--- src/rtl/pipe_hazard_if.sv ---
// Hazard-control bundle between the pipeline datapath (master) and the stall/flush controller (slave).
// CNT_W must match the controller's counter width.
interface pipe_hazard_if #(
    parameter int CNT_W = 32
);
    logic [4:0]       id_rs1;
    logic [4:0]       id_rs2;
    logic             id_use_rs1;
    logic             id_use_rs2;
    logic [4:0]       ex_rd;
    logic             ex_is_load;
    logic             ex_redirect;
    logic             mem_req;
    logic             mem_ack;
    logic             pc_stop;
    logic             pc_redirect;
    logic             if_id_hold;
    logic             id_ex_hold;
    logic             ex_mem_hold;
    logic             if_id_flush;
    logic             id_ex_flush;
    logic             mem_wb_bubble;
    logic             mem_err;
    logic [1:0]       state;
    logic [CNT_W-1:0] stall_cnt;
    logic [CNT_W-1:0] flush_cnt;

    modport master (
        output id_rs1, id_rs2, id_use_rs1, id_use_rs2, ex_rd, ex_is_load,
               ex_redirect, mem_req, mem_ack,
        input  pc_stop, pc_redirect, if_id_hold, id_ex_hold, ex_mem_hold,
               if_id_flush, id_ex_flush, mem_wb_bubble, mem_err, state,
               stall_cnt, flush_cnt
    );

    modport slave (
        input  id_rs1, id_rs2, id_use_rs1, id_use_rs2, ex_rd, ex_is_load,
               ex_redirect, mem_req, mem_ack,
        output pc_stop, pc_redirect, if_id_hold, id_ex_hold, ex_mem_hold,
               if_id_flush, id_ex_flush, mem_wb_bubble, mem_err, state,
               stall_cnt, flush_cnt
    );
endinterface

--- src/rtl/pipe_hazard_ctrl.sv ---
// Stall/flush controller for the 5-stage pipeline: boot bubble, load-use stall,
// EX redirect flush, data-memory wait freeze with watchdog, saturating perf counters.
module pipe_hazard_ctrl #(
    parameter int MEM_TIMEOUT = 16,
    parameter int CNT_W       = 32
) (
    input  logic        clk,
    input  logic        rst_n,
    pipe_hazard_if.slave hz
);
    typedef enum logic [1:0] {
        ST_BOOT     = 2'd0,
        ST_RUN      = 2'd1,
        ST_MEM_WAIT = 2'd2,
        ST_ERR      = 2'd3
    } state_e;

    localparam int WAIT_W = (MEM_TIMEOUT > 2) ? $clog2(MEM_TIMEOUT) : 1;
    localparam logic [WAIT_W-1:0] WAIT_LAST = (MEM_TIMEOUT > 0) ? WAIT_W'(MEM_TIMEOUT - 1)
                                                                : {WAIT_W{1'b1}};
    localparam bit WDOG_EN = (MEM_TIMEOUT != 0);

    state_e             state_q, state_d;
    logic [WAIT_W-1:0]  wait_cnt_q, wait_cnt_d;
    logic               mem_err_q, mem_err_d;
    logic [CNT_W-1:0]   stall_cnt_q, stall_cnt_d;
    logic [CNT_W-1:0]   flush_cnt_q, flush_cnt_d;

    logic lu_s, mem_block_s, freeze_s, run_s, boot_s;
    logic pc_stop_s, pc_redirect_s, if_id_hold_s, id_ex_hold_s, ex_mem_hold_s;
    logic if_id_flush_s, id_ex_flush_s, mem_wb_bubble_s;

    // Hazard detection on the raw operand/destination fields
    always_comb begin
        lu_s = hz.ex_is_load && (hz.ex_rd != 5'd0) &&
               ((hz.id_use_rs1 && (hz.id_rs1 == hz.ex_rd)) ||
                (hz.id_use_rs2 && (hz.id_rs2 == hz.ex_rd)));
        mem_block_s = hz.mem_req && !hz.mem_ack;
    end

    // Next-state logic; freeze_s/run_s select which output decode applies this cycle
    always_comb begin
        state_d    = state_q;
        wait_cnt_d = wait_cnt_q;
        mem_err_d  = mem_err_q;
        freeze_s   = 1'b0;
        run_s      = 1'b0;
        boot_s     = 1'b0;
        case (state_q)
            ST_BOOT: begin
                boot_s  = 1'b1;
                state_d = ST_RUN;
            end
            ST_RUN: begin
                if (mem_block_s) begin
                    freeze_s   = 1'b1;
                    state_d    = ST_MEM_WAIT;
                    wait_cnt_d = {WAIT_W{1'b0}};
                end else begin
                    run_s = 1'b1;
                end
            end
            ST_MEM_WAIT: begin
                if (!hz.mem_ack) begin
                    freeze_s = 1'b1;
                    // Saturate so a disabled watchdog never wraps the count
                    if (wait_cnt_q != {WAIT_W{1'b1}}) begin
                        wait_cnt_d = wait_cnt_q + WAIT_W'(1);
                    end else begin
                        wait_cnt_d = wait_cnt_q;
                    end
                    if (WDOG_EN && (wait_cnt_q == WAIT_LAST)) begin
                        state_d   = ST_ERR;
                        mem_err_d = 1'b1;
                    end else begin
                        state_d = ST_MEM_WAIT;
                    end
                end else begin
                    run_s   = 1'b1;
                    state_d = ST_RUN;
                end
            end
            ST_ERR: begin
                freeze_s  = 1'b1;
                mem_err_d = 1'b1;
            end
            default: begin
                freeze_s = 1'b1;
                state_d  = ST_BOOT;
            end
        endcase
    end

    // Control decode; redirect outranks load-use so a squashed consumer never stalls
    always_comb begin
        pc_stop_s       = 1'b0;
        pc_redirect_s   = 1'b0;
        if_id_hold_s    = 1'b0;
        id_ex_hold_s    = 1'b0;
        ex_mem_hold_s   = 1'b0;
        if_id_flush_s   = 1'b0;
        id_ex_flush_s   = 1'b0;
        mem_wb_bubble_s = 1'b0;
        if (boot_s) begin
            pc_stop_s       = 1'b1;
            if_id_flush_s   = 1'b1;
            id_ex_flush_s   = 1'b1;
            mem_wb_bubble_s = 1'b1;
        end else if (freeze_s) begin
            pc_stop_s       = 1'b1;
            if_id_hold_s    = 1'b1;
            id_ex_hold_s    = 1'b1;
            ex_mem_hold_s   = 1'b1;
            mem_wb_bubble_s = 1'b1;
        end else if (run_s && hz.ex_redirect) begin
            pc_redirect_s = 1'b1;
            if_id_flush_s = 1'b1;
            id_ex_flush_s = 1'b1;
        end else if (run_s && lu_s) begin
            pc_stop_s     = 1'b1;
            if_id_hold_s  = 1'b1;
            id_ex_flush_s = 1'b1;
        end else begin
            pc_stop_s = 1'b0;
        end
    end

    // Saturating performance counters
    always_comb begin
        stall_cnt_d = stall_cnt_q;
        flush_cnt_d = flush_cnt_q;
        if (pc_stop_s && ((state_q == ST_RUN) || (state_q == ST_MEM_WAIT)) &&
            (stall_cnt_q != {CNT_W{1'b1}})) begin
            stall_cnt_d = stall_cnt_q + CNT_W'(1);
        end else begin
            stall_cnt_d = stall_cnt_q;
        end
        if (pc_redirect_s && (flush_cnt_q != {CNT_W{1'b1}})) begin
            flush_cnt_d = flush_cnt_q + CNT_W'(1);
        end else begin
            flush_cnt_d = flush_cnt_q;
        end
    end

    // State and counter registers with synchronous active-low reset
    always_ff @(posedge clk) begin
        if (!rst_n) begin
            state_q     <= ST_BOOT;
            wait_cnt_q  <= {WAIT_W{1'b0}};
            mem_err_q   <= 1'b0;
            stall_cnt_q <= {CNT_W{1'b0}};
            flush_cnt_q <= {CNT_W{1'b0}};
        end else begin
            state_q     <= state_d;
            wait_cnt_q  <= wait_cnt_d;
            mem_err_q   <= mem_err_d;
            stall_cnt_q <= stall_cnt_d;
            flush_cnt_q <= flush_cnt_d;
        end
    end

    assign hz.pc_stop       = pc_stop_s;
    assign hz.pc_redirect   = pc_redirect_s;
    assign hz.if_id_hold    = if_id_hold_s;
    assign hz.id_ex_hold    = id_ex_hold_s;
    assign hz.ex_mem_hold   = ex_mem_hold_s;
    assign hz.if_id_flush   = if_id_flush_s;
    assign hz.id_ex_flush   = id_ex_flush_s;
    assign hz.mem_wb_bubble = mem_wb_bubble_s;
    assign hz.mem_err       = mem_err_q;
    assign hz.state         = state_q;
    assign hz.stall_cnt     = stall_cnt_q;
    assign hz.flush_cnt     = flush_cnt_q;
endmodule

--- src/flat_wrapper.sv ---
// flat-port wrapper written by rule: the top's interface ports become plain ports
module pipe_hazard_ctrl_flat 
#(
    parameter int MEM_TIMEOUT = 16,
    parameter int CNT_W       = 32
)
  (clk, rst_n, hz_id_rs1, hz_id_rs2, hz_id_use_rs1, hz_id_use_rs2, hz_ex_rd, hz_ex_is_load, hz_ex_redirect, hz_mem_req, hz_mem_ack, hz_pc_stop, hz_pc_redirect, hz_if_id_hold, hz_id_ex_hold, hz_ex_mem_hold, hz_if_id_flush, hz_id_ex_flush, hz_mem_wb_bubble, hz_mem_err, hz_state, hz_stall_cnt, hz_flush_cnt);
  pipe_hazard_if #(.CNT_W(CNT_W)) hz_i ();
  input  logic clk;
  input  logic rst_n;
  input wire logic [$bits(hz_i.id_rs1)-1:0] hz_id_rs1;
  input wire logic [$bits(hz_i.id_rs2)-1:0] hz_id_rs2;
  input wire logic [$bits(hz_i.id_use_rs1)-1:0] hz_id_use_rs1;
  input wire logic [$bits(hz_i.id_use_rs2)-1:0] hz_id_use_rs2;
  input wire logic [$bits(hz_i.ex_rd)-1:0] hz_ex_rd;
  input wire logic [$bits(hz_i.ex_is_load)-1:0] hz_ex_is_load;
  input wire logic [$bits(hz_i.ex_redirect)-1:0] hz_ex_redirect;
  input wire logic [$bits(hz_i.mem_req)-1:0] hz_mem_req;
  input wire logic [$bits(hz_i.mem_ack)-1:0] hz_mem_ack;
  output wire logic [$bits(hz_i.pc_stop)-1:0] hz_pc_stop;
  output wire logic [$bits(hz_i.pc_redirect)-1:0] hz_pc_redirect;
  output wire logic [$bits(hz_i.if_id_hold)-1:0] hz_if_id_hold;
  output wire logic [$bits(hz_i.id_ex_hold)-1:0] hz_id_ex_hold;
  output wire logic [$bits(hz_i.ex_mem_hold)-1:0] hz_ex_mem_hold;
  output wire logic [$bits(hz_i.if_id_flush)-1:0] hz_if_id_flush;
  output wire logic [$bits(hz_i.id_ex_flush)-1:0] hz_id_ex_flush;
  output wire logic [$bits(hz_i.mem_wb_bubble)-1:0] hz_mem_wb_bubble;
  output wire logic [$bits(hz_i.mem_err)-1:0] hz_mem_err;
  output wire logic [$bits(hz_i.state)-1:0] hz_state;
  output wire logic [$bits(hz_i.stall_cnt)-1:0] hz_stall_cnt;
  output wire logic [$bits(hz_i.flush_cnt)-1:0] hz_flush_cnt;
  assign hz_i.id_rs1 = hz_id_rs1;
  assign hz_i.id_rs2 = hz_id_rs2;
  assign hz_i.id_use_rs1 = hz_id_use_rs1;
  assign hz_i.id_use_rs2 = hz_id_use_rs2;
  assign hz_i.ex_rd = hz_ex_rd;
  assign hz_i.ex_is_load = hz_ex_is_load;
  assign hz_i.ex_redirect = hz_ex_redirect;
  assign hz_i.mem_req = hz_mem_req;
  assign hz_i.mem_ack = hz_mem_ack;
  assign hz_pc_stop = hz_i.pc_stop;
  assign hz_pc_redirect = hz_i.pc_redirect;
  assign hz_if_id_hold = hz_i.if_id_hold;
  assign hz_id_ex_hold = hz_i.id_ex_hold;
  assign hz_ex_mem_hold = hz_i.ex_mem_hold;
  assign hz_if_id_flush = hz_i.if_id_flush;
  assign hz_id_ex_flush = hz_i.id_ex_flush;
  assign hz_mem_wb_bubble = hz_i.mem_wb_bubble;
  assign hz_mem_err = hz_i.mem_err;
  assign hz_state = hz_i.state;
  assign hz_stall_cnt = hz_i.stall_cnt;
  assign hz_flush_cnt = hz_i.flush_cnt;
  pipe_hazard_ctrl #(.MEM_TIMEOUT(MEM_TIMEOUT), .CNT_W(CNT_W)) u_core (.clk(clk), .rst_n(rst_n), .hz(hz_i));
endmodule
--- config.mk ---
export PLATFORM = sky130hd
export DESIGN_NAME = pipe_hazard_ctrl_flat
export DESIGN_NICKNAME = d
export VERILOG_FILES = /design/src/rtl/pipe_hazard_if.sv /design/src/rtl/pipe_hazard_ctrl.sv /design/src/flat_wrapper.sv
export SDC_FILE = /design/constraint.sdc
export NUM_CORES = 1
export LEC_CHECK = 0
export ABC_AREA = 1
export CAP_MARGIN = 0
export CELL_PAD_IN_SITES_DETAIL_PLACEMENT = 0
export CELL_PAD_IN_SITES_GLOBAL_PLACEMENT = 1
export CORE_ASPECT_RATIO = 1.2
export CORE_UTILIZATION = 24
export DETAILED_ROUTE_END_ITERATION = 8
export DONT_BUFFER_PORTS = 1
export PLACE_DENSITY_LB_ADDON = 0.25
export RECOVER_POWER = 100
export SETUP_SLACK_MARGIN = 0.3
export SLEW_MARGIN = 20
export SYNTH_ARGS = -nofsm -noshare
export SYNTH_HDL_FRONTEND = slang
export SYNTH_SLANG_ARGS = --single-unit
--- constraint.sdc ---
create_clock -name clk -period 5 [get_ports clk]
set_input_delay 1 -clock clk [delete_from_list [all_inputs] [get_ports clk]]
set_output_delay 1 -clock clk [all_outputs]
set_load 0.01 [all_outputs]
==> results of run 1 <==
[cells by family (layout without fill, tap and decap cells)]
family | count (synthesis) | count (layout)
compound gates | 75 | 75
xor+xnor | 38 | 38
fa+ha+maj | 7 | 7
buf+inv | 108 | 100
flops | 71 | 71
simple gates | 498 | 498
[power by group through the flow]
stage / logic (W) / registers [W] / clock network, W
after detailed placement: 0.000312 / 0.000620 / 0
after global placement: 0.000315 / 0.000620 / 0
after CTS: 0.000313 / 0.000607 / 0.000684
after floorplan: 0.000267 / 0.000611 / 0
after global routing: 0.000338 / 0.000610 / 0.000702
final: 0.000305 / 0.000606 / 0.000656
[cell type report]
| type | count | share of cell area |
|---|---|---|
| clock buffer | 13 | 0.04710 |
| clock inverter | 3 | 0.008008 |
| inverter | 80 | 0.05652 |
| multi-input combinational | 618 | 0.5544 |
| sequential | 71 | 0.2675 |
| tap | 261 | 0.06147 |
| timing repair buffer | 4 | 0.004946 |
[final timing paths]
path	from	end	cells past startpoint
worst max-delay path	u_core.hz.state[0]	u_core.hz.flush_cnt[18]	12
worst min-delay path	u_core.wait_cnt_q[1]	u_core.wait_cnt_q[1]	2
worst max register to register	u_core.hz.state[0]	u_core.hz.flush_cnt[18]	12
worst min register to register	u_core.wait_cnt_q[1]	u_core.wait_cnt_q[1]	2
[flip-flops by register name, indices dropped and copies added, names as in the netlist]
signal and flops:
u_core.hz.flush_cnt 32, u_core.hz.stall_cnt 32, u_core.wait_cnt_q 4, u_core.hz.state 2, u_core.hz.mem_err 1
[metal layers]
layer  vias up  part of all wire  wire length (µm)
met4         0             0.011               172
met3        14             0.050               780
met5         -                 0                 0
met1      2131              0.44              6900
li1       2531                 -                 -
met2        79              0.50              7844
[cells in the final DEF, fill, tap and decap left out, types with 7 or more instances in the layout]
| cell type | netlist | layout |
|---|---|---|
| o21ai_0 | 11 | 12 |
| nand3_1 | 23 | 24 |
| xor2_1 | 30 | 30 |
| nor2_1 | 105 | 107 |
| nand4_1 | 46 | 47 |
| nor3_1 | 19 | 19 |
| ha_1 | 7 | 7 |
| nand3b_1 | 9 | 9 |
| inv_2 | 9 | 8 |
| clkbuf_16 | 0 | 9 |
| dfxtp_1 | 71 | 71 |
| inv_1 | 71 | 72 |
| a21oi_1 | 59 | 59 |
| xnor2_1 | 8 | 8 |
| nand2_1 | 277 | 278 |
[per-stage QoR]
step	hold slack (ps)	setup slack, ps	util
after global placement	482.5	1830	0.2564
after detailed placement	479.4	1838	0.2564
final	489.0	1528	0.2698
after floorplan	462.0	2110	-
after global routing	513.8	1020	0.2698
after CTS	487.0	1703	0.2712
[worst register-to-register path, cell delays in order (launching register included)]
cell,delay (ps)
dfxtp_1,460
inv_1,110
ha_1,310
nand2_1,120
o211ai_1,140
nor2_1,150
inv_1,140
nor2_4,180
nand2_1,690
inv_2,730
nand3_1,150
nand2_1,100
nor2_1,40
==> metrics.md, run 1 <==
| Metric | Value |
|---|---|
| Min Tclk post-route | ~3500 ps |
| Ys async rst share | 0 |
| Crit path largest cell delay | ~730 ps |
| Period utilization | 0.6945 |
| Post-route ant nets | 0 |
| Rel. slew slack | -0.03015 |
| Kind of end point of the critical path | flip-flop |
| Primary FF master, synth | dfxtp_1 |
| Clock slew at reported path FFs | 60 ps |
| TritonCTS clock tree | yes |
| Clk sink count | 71 |
| Synthesized area | 4858 µm² |
| Net Switching | around 0.00052 W |
| Max-slew violations | 31 |
| Vias | about 4800 |
| Initial antenna violation count | 0 |
| Root Buffer | clkbuf_16 |
| Area taken by multi-input logic gates | 2945 µm² |
| Final std cells w/o fill | around 1100 |
| First-pass GRT wire length | 25520 µm |
| Clock Tree Buf Depth | 2 |
| Crit path top cell by count | nand2_1 |
| Clock skew | 11.78 ps |
| Fin area | 5313 µm² |
| Core Rows | 56 |
| Clock share of power | 0.418 |
| Most common cell in the netlist | nand2_1 |
| Final wirelength | 15700 µm |
| Hold_buf cts | 0 |
| Crit path max-delay cell type | inv_2 |
| Top post-synthesis cells by count | nand2_1, nor2_1, dfxtp_1, inv_1, a21oi_1 |
| Post-placement cell area | approximately 5000 µm² |
| Status | finished, violations left |
| Power Density | about 290 nW/µm² |
| Drt drc | 0 |
| Synth top area share | 0.2926 |
| DR iter-0 viols | about 220 |
| Die Span Y | roughly 160 µm |
| CP arrival | between 3000 and 4000 ps |
| Busiest grt layer | met2 |
| Hpwl dp | approximately 12000 µm |
| CTS resizes | 0 |
| Compound-gate portion of the synthesized area | 0.07906 |
| Max cap viols | 1 |
| Post-synthesis adder-cell area fraction | 0.01803 |
| Sequential fraction of the synthesis area | 0.2926 |
| Syn avg cell area | between 6 and 7 µm² |
| Synth warnings | 0 |
| Worst-Margin Slew | 1545 ps |
| Post-CTS setup buffer count | 0 |
| Crit path max fanout | 35 |
| Post-synth EDFFs | 0 |
| Kind of critical path | flip-flop to flip-flop |
| Fmax | roughly 290 MHz |
| Routability cong. | between 0.7 and 0.8 |
| RSZ-0062 raised after global routing | no |
| Skew-Pair Late Insertion Delay | around 340 ps |
| Crit path max-delay family | simple AND/OR/NAND/NOR gates |
| Final hold violation count | 0 |
| Pin count of the biggest net entering global routing | 40 |
| Mux share of post-synthesis cell area | 0 |
| Cts bufs inserted | 9 |
| Setup slack, reg-to-reg | about 1500 ps |
| XOR/XNOR Fraction of Synth Area | 0.06850 |
| # fillers | roughly 2300 |
| Final setup fails | 0 |
| CTS H-tree lvls | 3 |
| Starting Density | 0.2468 |
| Antenna Cells | 0 |
| Internal | around 0.0010 W |
| Core area | 19690 µm² |
| GRT met2 Usage | 0.2857 |
| Die W | 131.9 µm |
| Tot Pwr | between 0.0015 and 0.002 W |
| Worst path cell trace | inv_1, ha_1, nand2_1, o211ai_1, nor2_1, inv_1, nor2_4, nand2_1, inv_2, nand3_1, nand2_1, nor2_1 |
| Simple-gate share of the synthesized area | 0.4455 |
| Mapped Cells | ~800 |
| Vias per cell | 4.529 |
| Gr ovfl total | 0 |
| Die area | 20820 µm² |
| Setup TNS | 0 ps |
| Synth top area cells | dfxtp_1, nand2_1, nor2_1 |
| Mapped Nets | 827 |
| Largest family of logic cells by synthesized area | simple AND/OR/NAND/NOR gates |
| Failing checks | max-capacitance violations, max-slew violations |
| # IOs | between 90 and 100 |
| Avg WL per Cell | 14.95 µm |
| IO Port Bufs | 0 |
| Share of cells above drive strength 1 | 0.04563 |
| Synth cell types | 32 |
| Comb power frac | 0.195 |
| Sw Ratio | 0.3339 |
| WP buf/inv | 3 |
| Sequential power share | 0.387 |
| Placed cells | 1034 |
| LEAKAGE | a little under 2 nW |
| All-Layer GR Usage | 0.1564 |
| WP data required | about 5200 ps |
| Met1 Usage GRT | 0.1772 |
| Seq cells post-synth | just over 70 |
| Worst hold path type | flip-flop to flip-flop |
| Nets | slightly above 800 |
| Vias in the first global route | approximately 4700 |
| Sequential cell area | roughly 1400 µm² |
| Synth-to-Final Area Change | 9.349% |
| M3 GR Usage | 0.04387 |
| Area leader, netlist | dfxtp_1 |
| DR pass1 iterations | 4 |
| Peak supply drop | between 0.15 and 0.2 mV |
| CP startpoint kind | flip-flop |
Power figures use the tool's default switching activity.
==> inputs of run 2 (changes only) <==
Clock period 5 ns to 3 ns, I/O delays scaled along.
==> metrics.md, run 2 (synthesis gave the netlist of run 1 again) <==
| Metric | Value |
|---|---|
| Status | finished clean |
| CTS H-tree lvls | 3 (unchanged) |
| Fin util | 0.2774 (+0.007562) |
| Power Density | 512.8 nW/µm² (+74%) |
| Pin count of the biggest net entering global routing | 41 (+2.5%) |
| IO Port Bufs | 0 (unchanged) |
| RSZ-0062 raised after global routing | no |
| DR iter-0 viols | 216 (-3.1%) |
| Post-route ant nets | 0 (unchanged) |
| Final setup fails | 0 (unchanged) |
| Rel. slew slack | 0.5972 (+0.6274) |
| Max-slew violations | 0 (-100%) |
| Fmax | between 300 and 400 MHz |
| Hpwl dp | 12000 µm (+3.2%) |
| LEAKAGE | 2.021 nW (+3.4%) |
| Share of cells above drive strength 1 | 0.06117 (+0.01555) |
| All-Layer GR Usage | 0.1590 (+0.002636) |
| Clk sink count | 71 (unchanged) |
| Synth-to-Final Area Change | 12.41% |
| Die W | 131.9 µm (unchanged) |
| Clock Tree Buf Depth | 2 (unchanged) |
| Commonest non-fill, non-tap cells in the layout | nand2_1, nor2_1, inv_1, dfxtp_1, a21oi_1 |
| WP data required | 2400 ps (-2770 ps) |
| Period utilization | 0.8713 |
| CP arrival | 2010 ps (-1640 ps) |
| Skew-Pair Late Insertion Delay | 340 ps (about the same) |
| CP startpoint kind | flip-flop |
| # IOs | 98 (unchanged) |
| First-pass GRT wire length | 25860 µm (+1.3%) |
| Clock slew at reported path FFs | 60 ps (about the same) |
| Min Tclk post-route | ~2600 ps |
| Setup slack, reg-to-reg | 550 ps (-980 ps) |
| Vias in the first global route | 4715 (+1.4%) |
| Core Rows | 56 (unchanged) |
| Starting Density | 0.2468 (unchanged) |
| Clock skew | 9.254 ps (-2.521 ps) |
| DR pass1 iterations | 4 (unchanged) |
| Worst hold path type | primary input to flip-flop |
| Die Span Y | 157.9 µm (unchanged) |
| Final std cells w/o fill | 1062 (+1.1%) |
| Peak supply drop | 0.2472 mV (+64%) |
| Antenna Cells | 0 (unchanged) |
| Sequential cell area | 1421 µm² (unchanged) |
| TritonCTS clock tree | yes |
| Gr ovfl total | 0 (unchanged) |
| Hold_ws | 374.7 ps (-114.4 ps) |
| Worst-Margin Slew | 603.5 ps (-941.8 ps) |
| Crit path max fanout | 8 (-77%) |
| Most common cell after layout, fill and taps aside | nand2_1 |
| Final wirelength | 15880 µm (+1.2%) |
| Kind of end point of the critical path | primary output |
| # fillers | 2216 (-1.5%) |
| Placed cells | 1046 (+1.2%) |
| Setup slack after layout | 386.1 ps (-1142 ps) |
| Vias | 4819 (+1.3%) |
| Vias per cell | 4.538 (+0.20%) |
| Setup TNS | 0 ps (unchanged) |
| Die area | 20820 µm² (unchanged) |
| Cts bufs inserted | 9 (unchanged) |
| Core area | 19690 µm² (unchanged) |
| Pre-CTS setup slack | 558.7 ps (-1279 ps) |
| Initial antenna violation count | 0 (unchanged) |
| Routability cong. | 0.8251 (+3.4%) |
| Max cap viols | 0 (-1) |
| Drt drc | 0 (unchanged) |
| Kind of critical path | flip-flop to primary output |
| Root Buffer | clkbuf_16 |
| Avg WL per Cell | 14.95 µm (about the same) |
| Final hold violation count | 0 (unchanged) |
| Area taken by multi-input logic gates | 2960 µm² (+0.51%) |
| Nets | 826 (+1.5%) |
==> run 2: per-stage QoR <==
step / cell area (µm²) / power [W]
global placement: 5150 / 0.001595
detailed placement: 5150 / 0.001591
CTS: 5493 / 0.002858
global route: 5461 / 0.002962
floorplan: 4858 / 0.001463
finish: 5461 / 0.002801
==> run 2: where the power goes <==
group | internal (W) | switching (W) | total (W)
clock network | 0.000798 | 0.000444 | 0.00124
registers | 0.000965 | 0.0000309 | 0.000996
logic | 0.000135 | 0.000428 | 0.000562
==> run 2: cell type report <==
type / count / area share
sequential: 71 / 0.2603
clock buffer: 12 / 0.04880
clock inverter: 4 / 0.01397
multi-input combinational: 618 / 0.5420
tap: 261 / 0.05979
inverter: 80 / 0.05498
timing repair buffer: 16 / 0.02016
==> run 2: critical path, cell delays in order (launching register included) <==
cell and delay [ps]:
dfxtp_1 440, inv_1 100, ha_1 300, nand2_1 120, o211ai_1 140, nor2_1 160
inv_1 150, nor2_4 120, buf_4 140
==> run 2: what timing repair did <==
item / in CTS / in global routing
setup endpoints to repair: 0 / 5
hold buffers: 0 / 0
hold endpoints to repair: 0 / 0
setup buffers: 0 / 0
gates resized for setup: 0 / 5
==> run 2: path summary, 6_finish.rpt <==
check | start | endpoint | depth (start not counted)
min reg2reg | u_core.wait_cnt_q[1] | u_core.wait_cnt_q[1] | 2
min | rst_n | u_core.hz.flush_cnt[9] | 2
max reg2reg | u_core.hz.stall_cnt[9] | u_core.hz.stall_cnt[22] | 12
max | u_core.hz.state[0] | hz_pc_redirect | 8
==> run 2: routing by layer <==
metal | part of all wire | vias up | track usage
met2 | 0.49 | 100 | 0.2819
met1 | 0.44 | 2160 | 0.1810
li1 | - | 2547 | -
met5 | 0 | - | 0
met4 | 0.013 | 0 | 0.05759
met3 | 0.053 | 12 | 0.04643
==> inputs of run 3 (changes only) <==
Settings changed: CORE_MARGIN set to 2, CTS_BUF_LIST set to sky130_fd_sc_hd__clkbuf_16.
==> metrics.md, run 3 (synthesis gave the netlist of run 1 again) <==
| Metric | Value |
|---|---|
| Max cap viols | 0 (unchanged) |
| LEAKAGE | 1.999 nW (-1.1%) |
| Placed cells | 1052 (+0.57%) |
| Vias | 4838 (+0.39%) |
| Worst-Margin Slew | 636.5 ps (+33.09 ps) |
| Die Span Y | 159.9 µm (+1.3%) |
| Root Buffer | clkbuf_16 |
| All-Layer GR Usage | 0.1540 (-0.005011) |
| Fmax | 383.3 MHz (+0.18%) |
| Kind of end point of the critical path | primary output |
| Post-route ant nets | 0 (unchanged) |
| Routability cong. | 0.7850 (-4.9%) |
| Die W | 133.9 µm (+1.5%) |
| TritonCTS clock tree | yes |
| Core area | 20040 µm² (+1.8%) |
| Worst hold path type | primary input to flip-flop |
| Fin area | 5371 µm² (-1.6%) |
| Die area | 21400 µm² (+2.8%) |
| CP arrival | 2010 ps (about the same) |
| DR iter-0 viols | 230 (+6.5%) |
| Starting Density | 0.2424 (-0.004329) |
| Final wirelength | 16070 µm (+1.2%) |
| Gr ovfl total | 0 (unchanged) |
| Hold_buf cts | 0 (unchanged) |
| Most common cell after layout, fill and taps aside | nand2_1 |
| # IOs | 98 (unchanged) |
| Final std cells w/o fill | 1067 (+0.47%) |
| Setup TNS | 0 ps (unchanged) |
| Kind of critical path | flip-flop to primary output |
| WP data required | 2400 ps (about the same) |
| Max-slew violations | 0 (unchanged) |
| Post-placement cell area | 5157 µm² (+0.15%) |
| Rel. slew slack | 0.5751 (-0.02209) |
| Period utilization | 0.8698 (-0.001537) |
| Setup slack after layout | 390.7 ps (+4.612 ps) |
| Pre-CTS setup slack | 563.2 ps (+4.499 ps) |
| Vias in the first global route | 4871 (+3.3%) |
| Core Rows | 57 (+1.8%) |
| RSZ-0062 raised after global routing | no |
| CP startpoint kind | flip-flop |
| Peak supply drop | 0.2446 mV (-1.1%) |
| Nets | 828 (+0.24%) |
| IO Port Bufs | 0 (unchanged) |
| Clock Tree Buf Depth | 2 (unchanged) |
| Clock skew | 6.333 ps (-2.920 ps) |
| Post-CTS setup buffer count | 0 (unchanged) |
| Drt drc | 0 (unchanged) |
| Synth-to-Final Area Change | 10.56% |
| Status | finished clean |
| First-pass GRT wire length | 26070 µm (+0.80%) |
| CTS H-tree lvls | 3 (unchanged) |
| Clock slew at reported path FFs | 60 ps (about the same) |
| Power Density | 467.4 nW/µm² (-8.8%) |
| Initial antenna violation count | 0 (unchanged) |
| Hpwl dp | 12090 µm (+0.72%) |
| Vias per cell | 4.534 (about the same) |
| Final setup fails | 0 (unchanged) |
| Skew-Pair Late Insertion Delay | 340 ps (about the same) |
| Antenna Cells | 0 (unchanged) |
| Clk sink count | 71 (unchanged) |
| Crit path max fanout | 8 (unchanged) |
| Share of cells above drive strength 1 | 0.05112 (-0.01005) |
| Final hold violation count | 0 (unchanged) |
| Commonest non-fill, non-tap cells in the layout | nand2_1, nor2_1, inv_1, dfxtp_1, a21oi_1 |
| Cts bufs inserted | 9 (unchanged) |
| DR pass1 iterations | 4 (unchanged) |
| CTS resizes | 0 (unchanged) |
| Min Tclk post-route | 2609 ps (-4.612 ps) |
| Pin count of the biggest net entering global routing | 39 (-4.9%) |
| Avg WL per Cell | 15.06 µm (+0.71%) |
[run 3: area by class of cell]
| class | instances | area, µm² |
|---|---|---|
| tap | 265 | 331.6 |
| fill | 2310 | 14670 |
| inverter | 80 | 300.3 |
| clock buffer | 9 | 225.2 |
| multi-input combinational | 618 | 2957 |
| sequential | 71 | 1421 |
| clock inverter | 6 | 22.52 |
| timing repair buffer | 18 | 113.9 |
[run 3: layer usage]
metal  vias to the layer above  part of all wire  GRT usage
li1                       2557                 -          -
met5                         -                 0          0
met1                      2159              0.43     0.1804
met4                         0             0.018    0.04691
met2                       100              0.49     0.2702
met3                        22             0.055    0.04413
[run 3: final timing paths]
path / from / end / slack [ps] / cells after the start
setup / recovery: u_core.hz.state[0] / hz_pc_redirect / 390 / 8
hold / removal: rst_n / u_core.hz.stall_cnt[0] / 380 / 2
setup reg to reg: u_core.hz.stall_cnt[2] / u_core.hz.stall_cnt[10] / 520 / 12
hold reg to reg: u_core.wait_cnt_q[1] / u_core.wait_cnt_q[1] / 490 / 2
[run 3: worst max-delay path, stage by stage, from the launching register on]
cell	delay, ps
dfxtp_1	450
inv_1	100
ha_2	240
nand2_1	100
o211ai_1	150
nor2_1	160
inv_1	140
nor2_4	110
clkbuf_1	210
[run 3: where the power goes]
| group | switching, W | internal [W] |
|---|---|---|
| registers | 0.0000315 | 0.000966 |
| clock network | 0.000406 | 0.000537 |
| logic | 0.000430 | 0.000140 |
| total | 0.000868 | 0.00164 |
[run 3: per-stage QoR]
stage                     hold WS (ps)  total power (W)  utilization
final                            383.5         0.002511       0.2680
after global routing             371.4         0.002670       0.2680
after CTS                        368.4         0.002552       0.2697
after detailed placement         479.1         0.001581       0.2574
after global placement           479.0         0.001582       0.2574
after floorplan                  462.0         0.001463            -
